==> src/rtl/pc_unit.sv <==
// pc_unit: program counter and fetch sequencer with IDLE/RUN/HALT control and start handshake.
// Optional retired-instruction counter is built only when PC_RETIRE_COUNT_EN is defined.
module pc_unit #(
   parameter logic [15:0] RESET_PC = 16'd0,
   parameter logic [15:0] LAST_PC  = 16'd90
) (
   input  logic        clk,
   input  logic        reset_n,
   input  logic        start,
   input  logic        stall,
   input  logic [3:0]  opcode,
   input  logic [1:0]  format,
   input  logic [15:0] jmp_loc,
   input  logic        branch_taken,
   output logic [15:0] pc,
   output logic        running,
   output logic        halted,
   output logic [15:0] retired
);

   typedef enum logic [1:0] {
      ST_IDLE = 2'b00,
      ST_RUN  = 2'b01,
      ST_HALT = 2'b10
   } state_t;

   localparam logic [3:0] JMP_OP  = 4'b0010;
   localparam logic [3:0] HALT_OP = 4'b1110;
   localparam logic [3:0] BNE_OP  = 4'b1010;
   localparam logic [3:0] BEQ_OP  = 4'b1011;
   localparam logic [3:0] BLT_OP  = 4'b1100;
   localparam logic [3:0] BLS_OP  = 4'b1111;
   localparam logic [1:0] X_FORM  = 2'b11;

   state_t      state_r;
   state_t      state_s;
   logic [15:0] pc_r;
   logic [15:0] pc_s;
   logic        running_r;
   logic        halted_r;
   logic        is_branch_s;
   logic        halt_req_s;
   logic        redirect_s;

   // Classify the instruction currently presented by the decoder.
   always_comb begin
      is_branch_s = 1'b0;
      case (opcode)
         BNE_OP, BEQ_OP, BLT_OP, BLS_OP: is_branch_s = 1'b1;
         default:                        is_branch_s = 1'b0;
      endcase
      halt_req_s = (opcode == HALT_OP) || (format == X_FORM);
      redirect_s = (opcode == JMP_OP) || (is_branch_s && branch_taken);
   end

   // Next state and next PC; a stalled cycle leaves everything as is.
   always_comb begin
      state_s = state_r;
      pc_s    = pc_r;
      case (state_r)
         ST_IDLE: begin
            if (start && !stall) begin
               state_s = ST_RUN;
               pc_s    = RESET_PC;
            end else begin
               state_s = ST_IDLE;
               pc_s    = pc_r;
            end
         end
         ST_RUN: begin
            if (stall) begin
               state_s = ST_RUN;
               pc_s    = pc_r;
            end else if (halt_req_s) begin
               state_s = ST_HALT;
               pc_s    = pc_r;
            end else if (redirect_s) begin
               // A target equal to pc is a legal self-loop, not a halt.
               state_s = ST_RUN;
               pc_s    = jmp_loc;
            end else if (pc_r == LAST_PC) begin
               state_s = ST_HALT;
               pc_s    = pc_r;
            end else begin
               state_s = ST_RUN;
               pc_s    = pc_r + 16'd1;
            end
         end
         ST_HALT: begin
            if (start && !stall) begin
               state_s = ST_RUN;
               pc_s    = RESET_PC;
            end else begin
               state_s = ST_HALT;
               pc_s    = pc_r;
            end
         end
         default: begin
            state_s = ST_IDLE;
            pc_s    = RESET_PC;
         end
      endcase
   end

   // State, PC and status flags; flags decode the next state so they move with it.
   always_ff @(posedge clk) begin
      if (!reset_n) begin
         state_r   <= ST_IDLE;
         pc_r      <= RESET_PC;
         running_r <= 1'b0;
         halted_r  <= 1'b0;
      end else begin
         state_r   <= state_s;
         pc_r      <= pc_s;
         running_r <= (state_s == ST_RUN);
         halted_r  <= (state_s == ST_HALT);
      end
   end

   assign pc      = pc_r;
   assign running = running_r;
   assign halted  = halted_r;

`ifdef PC_RETIRE_COUNT_EN
   logic [15:0] retired_r;
   logic        retire_s;
   logic        clear_s;

   // Retire and restart qualifiers for the counter.
   always_comb begin
      retire_s = (state_r == ST_RUN) && !stall;
      clear_s  = (state_r == ST_HALT) && start && !stall;
   end

   // Saturating retired-instruction counter, cleared on restart from HALT.
   always_ff @(posedge clk) begin
      if (!reset_n) begin
         retired_r <= 16'd0;
      end else if (clear_s) begin
         retired_r <= 16'd0;
      end else if (retire_s && (retired_r != 16'hFFFF)) begin
         retired_r <= retired_r + 16'd1;
      end else begin
         retired_r <= retired_r;
      end
   end

   assign retired = retired_r;
`else
   assign retired = 16'd0;
`endif

endmodule

==> config.mk <==
export PLATFORM = sky130hd
export DESIGN_NAME = pc_unit
export DESIGN_NICKNAME = d
export VERILOG_FILES = /design/src/rtl/pc_unit.sv
export SDC_FILE = /design/constraint.sdc
export NUM_CORES = 1
export LEC_CHECK = 0
export CAP_MARGIN = 25
export CORE_MARGIN = 4
export CORE_UTILIZATION = 48
export DETAILED_ROUTE_END_ITERATION = 12
export PLACE_DENSITY_LB_ADDON = 0.1
export SYNTH_ARGS = -nofsm -noshare
export SYNTH_HDL_FRONTEND = slang
export SYNTH_SLANG_ARGS = --single-unit
==> constraint.sdc <==
create_clock -name clk -period 5.1 [get_ports clk]
set_input_delay 1.53 -clock clk [delete_from_list [all_inputs] [get_ports clk]]
set_output_delay 1.53 -clock clk [all_outputs]
set_load 0.005 [all_outputs]
# Yosys cells after proc, flatten, opt, wreduce, memory -nomap -nowiden
# Cells that the tools add are included.
# op_classes
addsub	1
n_eq_ne	16
muxes	14
reduce_logical	9
# op_table
operator	count
$mux W16	5
$pmux W16 S2	1
$eq A4 B4 Y1 const B	5
$add A16 B1 Y16 const B	1
$eq A16 B7 Y1 const B	1
$mux W2	5
$eq A2 B2 Y1 const B	3
$pmux W2 S3	1
$eq A2 B1 Y1 const B	2
$eq A4 B2 Y1 const B	1
$ne A2 B2 Y1 const B	2
$reduce_and A4 Y1	1
$reduce_or A4 Y1	1
$ne A3 B3 Y1 const B	1
$logic_and A1 B1 Y1	2
$logic_not A2 Y1	1
$logic_or A1 B1 Y1	2
$mux W1	2
$ne A2 B1 Y1 const B	1
$reduce_or A2 Y1	1
$logic_not A1 Y1	1
# totals
reg_bits	20
input_bits	27
output_inout_bits	34
elab_cells	44

# Depth between registers and ports, before layout
# depth
ltp_word	10
ltp_mapped	8
depth_no_buf	7

# Least setup slack after synthesis
# No wires, ideal clock.
# synth_path
kind	input port to flip-flop
startpoint	input port opcode[0]
endpoint	register pc_r[0] (netlist: pc[0])
setup_time_ns	0.117
t_arrival_ns	3.104
t_required_ns	4.983
setup_slack_ns	1.878
cell_stages	7
path_buffers	2
path_cell_list	or4b_1 buf_2 nor2b_4 a211oi_4 buf_6 o21bai_1 a32o_1
# synth_via
elab_chain_len	9
# synth_lines
element	line_no	rtl
start: declaration	11	input logic [3:0] opcode,
$eq A4 B4 Y1	48	case (opcode)
$reduce_or A4 Y1	48	
$mux W1	48	
$logic_and A1 B1 Y1	53	redirect_s = (opcode == JMP_OP) || (is_branch_s && branch_taken);
$logic_or A1 B1 Y1	53	
$mux W16	77	end else if (redirect_s) begin
$mux W16	74	end else if (halt_req_s) begin
$mux W16	71	if (stall) begin
$pmux W16 S2	60	case (state_r)
end signal: assignment	114	pc_r <= pc_s;
end: declaration	37	logic [15:0] pc_r;
# Parallel ways exist; a longest one is shown, timed or not. The select of a mux whose other input is x is not followed.
# A chain may end at the register's enable or synchronous reset.

# Worst setup path in the final report
# layout_path
startpoint	input port opcode[0]
endpoint	register pc_r[1] (netlist: pc[1])
# Same word-level chain as after synthesis.

==> results.tsv <==
metric	value	unit
Routed Antenna Nets	0	
antenna violations before repair	0	
kind of start point of the critical path	primary input	
Multi-input gate area	0.00104	mm2
highest clock rate	0.254	GHz
count of buffers from port buffering	44	
die area	0.00434	mm2
Initial Utilization	51.4	%
global-route wire length before repair	7630	um
category of the critical setup timing path	in2reg	
type of the worst min-delay path	reg2reg	
number of hold buffers added after cts	0	
maximum number of pins on one net before global-route repair	20	
RSZ-0062 raised after global routing	false	
cell count after synthesis	192	
met3 WL post-DR	319	um
number of ports placed on the die boundary	61	
vias after detailed routing	1612	
number of diodes added for antenna fixing	0	
worst reg2reg path depth	7	
Top Metal Used	met4	
Net count, final	259	
horizontal extent of the die	65.9	um
routed via count divided by cell count	5.90	
count of final hold-check violations	0	
setup TNS after final layout	0	ns
first-pass detailed-route iteration total	5	
Synth Register Bits	20	
max-cap check violation count	0	
status	finished, final reports clean	
worst reg2reg path endpoint	pc[6]$_SDFFE_PN0P_	
register-to-register path setup slack	2.31	ns
standard-cell row count	20	
crit path capture type	flip-flop	
aggregate global-route resource usage	22.7	%
CTS buffer count	3	
final routed wire length divided by cell count	17.1	um
wire length on met1	2000	um
largest clock skew in the final design	0.00880	ns
met2 wire length	2300	um
Critical path destination	pc[1]$_SDFFE_PN0P_	
measured slew at the worst slew-check pin	0.935	ns
Root Buffer	sky130_fd_sc_hd__clkbuf_4	
DRT iter0 DRCs	145	
worst slew slack as a fraction of its limit	37.5	%
endpoint arrival time on the critical path	4.22	ns
maximum buffer depth of the clock tree	2	
clock-pin transition on the worst setup and hold timing paths	0.12	ns
Residual DRC	0	
gp weighted congestion	0.896	
power density over the cells	201	mW/mm2
Max Transition Viols Final	0	
main area contributors after synthesis	sky130_fd_sc_hd__dfxtp_1, sky130_fd_sc_hd__buf_4, sky130_fd_sc_hd__a32o_1	
share of flip-flops with an asynchronous set or reset after synthesis	0	%
total of fill cells in the finished design	283	
Synth top area share	24.9	%
Data required, critical path	5.37	ns
Synth Warn #	0	
slack of the critical path	1.16	ns
most instantiated cells after synthesis	sky130_fd_sc_hd__dfxtp_1, sky130_fd_sc_hd__buf_4, sky130_fd_sc_hd__nand2_1	
most frequently used cell type in the post-synthesis netlist	sky130_fd_sc_hd__dfxtp_1	
mapped cell area	0.00161	mm2
total congestion overflow	0	
Finish-stage setup viols	0	
via count of the first global-routing pass	1598	
clock tree from TritonCTS	built	
share of post-route cells with drive strength above 1	11.8	%
Place WS	0.856	ns
count of instances resized after the clock tree is built	0	
Sequential cell area	400	um2
Core Area	0.00313	mm2
post-layout minimum cycle time	3.94	ns
clock insertion delay at the later pin of the skew report	0.32	ns
worst reg2reg path startpoint	pc[0]$_SDFFE_PN0P_	
part of the Yosys area used for sequential elements	24.9	%
start point of the critical path	opcode[0]	
buffer count from post-CTS setup fixing	0	
Unique masters post-synth	56	
area growth from synthesis to layout	27.7	%
final critical-path share of the clock period	77.3	%
count of H-tree levels built during CTS	1	
Total Wirelength	4670	um
dpl hpwl	3480	um
Clock Sink Count	20	
leading area contributor after synthesis	sky130_fd_sc_hd__dfxtp_1	
number of enable-type register cells in the synthesized netlist	0	
Static Leak	0.686	nW
largest vdd supply drop	146	uV
Crit Path Max Fanout	18	
average size of a mapped cell	8.37	um2
Die Ht	65.9	um
most instantiated flip-flop cell in the synthesis netlist	sky130_fd_sc_hd__dfxtp_1	
==> through the flow <==
stage,cell area (um2),hold WS [ns],power [mW],std cells,util (%)
finish,2050,0.535,0.413,273,65.6
global route,2050,0.590,0.429,273,65.6
CTS,2050,0.529,0.412,273,65.6
detailed placement,2000,0.511,0.278,269,63.9
global placement,2000,0.505,0.275,269,63.9
floorplan,1660,0.490,0.242,207,-
==> registers in the layout, indices dropped and copies added, names as in the netlist <==
signal / flops
pc: 16
state_r: 2
halted: 1
running: 1
==> worst max-delay path, cell delays in order <==
cell and delay (ns):
sky130_fd_sc_hd__clkdlybuf4s50_1 0.48, sky130_fd_sc_hd__or4b_1 0.88, sky130_fd_sc_hd__nor2b_4 0.26, sky130_fd_sc_hd__a211oi_4 0.40
sky130_fd_sc_hd__buf_4 0.24, sky130_fd_sc_hd__or2_2 0.24, sky130_fd_sc_hd__a31o_2 0.18
==> worst min-delay path by stage <==
stage | cells after the start | endpoint | slack [ns] | from
6_report | 2 | pc[10]$_SDFFE_PN0P_ | 0.54 | pc[10]$_SDFFE_PN0P_
2_1_floorplan | 2 | pc[10]$_SDFFE_PN0P_ | 0.49 | pc[10]$_SDFFE_PN0P_
3_3_place_gp | 1 | state_r[1]$_SDFF_PN0_ | 0.51 | state_r[1]$_SDFF_PN0_
3_5_place_dp | 2 | pc[10]$_SDFFE_PN0P_ | 0.51 | pc[10]$_SDFFE_PN0P_
5_1_grt | 2 | pc[8]$_SDFFE_PN0P_ | 0.59 | pc[8]$_SDFFE_PN0P_
4_1_cts | 2 | pc[10]$_SDFFE_PN0P_ | 0.53 | pc[10]$_SDFFE_PN0P_
==> final cells by class <==
class	count	area share, %
multi-input combinational	149	50.9
sequential	20	19.5
inverter	8	1.46
tap	44	2.68
clock inverter	1	1.46
clock buffer	3	1.10
timing repair buffer	48	22.9
==> layer usage <==
layer	GRT usage [%]	vias to the layer above
met4	5.96	0
met5	0	-
met3	4.59	7
li1	-	776
met1	29.0	758
met2	38.5	71
==> placed cells by master (no fill, tap or decap), types with 2 or more instances in the layout <==
cell                              instances
sky130_fd_sc_hd__a21oi_1                 12
sky130_fd_sc_hd__a221oi_2                 3
sky130_fd_sc_hd__a31o_2                   4
sky130_fd_sc_hd__a32o_1                   7
sky130_fd_sc_hd__buf_4                    4
sky130_fd_sc_hd__clkbuf_4                 3
sky130_fd_sc_hd__clkdlybuf4s50_1         44
sky130_fd_sc_hd__conb_1                  16
sky130_fd_sc_hd__dfxtp_1                 20
sky130_fd_sc_hd__ha_1                     2
sky130_fd_sc_hd__inv_1                    8
sky130_fd_sc_hd__mux2_2                   2
sky130_fd_sc_hd__nand2_1                 13
sky130_fd_sc_hd__nand3_1                  9
sky130_fd_sc_hd__nand4_1                  4
sky130_fd_sc_hd__nand4b_1                 2
sky130_fd_sc_hd__nor2_1                   5
sky130_fd_sc_hd__nor2b_1                  3
sky130_fd_sc_hd__nor3_1                   9
sky130_fd_sc_hd__nor4_1                   6
sky130_fd_sc_hd__o2111ai_1                3
sky130_fd_sc_hd__o211ai_1                 5
sky130_fd_sc_hd__o21a_1                   2
sky130_fd_sc_hd__o21ai_0                  5
sky130_fd_sc_hd__o21bai_1                 2
sky130_fd_sc_hd__o221a_2                  2
sky130_fd_sc_hd__xnor2_1                  7
==> report_power, final <==
| group | switching, mW | internal (mW) | total (mW) |
|---|---|---|---|
| Sequential | 0.00744 | 0.162 | 0.169 |
| Combinational | 0.0557 | 0.0510 | 0.107 |
| Clock | 0.0578 | 0.0796 | 0.137 |
| Total | 0.121 | 0.292 | 0.413 |
==> cells by family (layout without fill, tap and decap cells) <==
family,Yosys count,count (layout),synth area share [%]
AOI/OAI and AO/OA,58,58,31.1
muxes,3,3,2.02
adders and majority gates,2,2,1.56
buffers and inverters,38,60,13.6
DFF,20,20,24.9
xor gates and xnor gates,7,7,3.82
and+or+nand+nor,63,63,22.7
other,1,16,0.233
(Power assumes the default switching activity.)
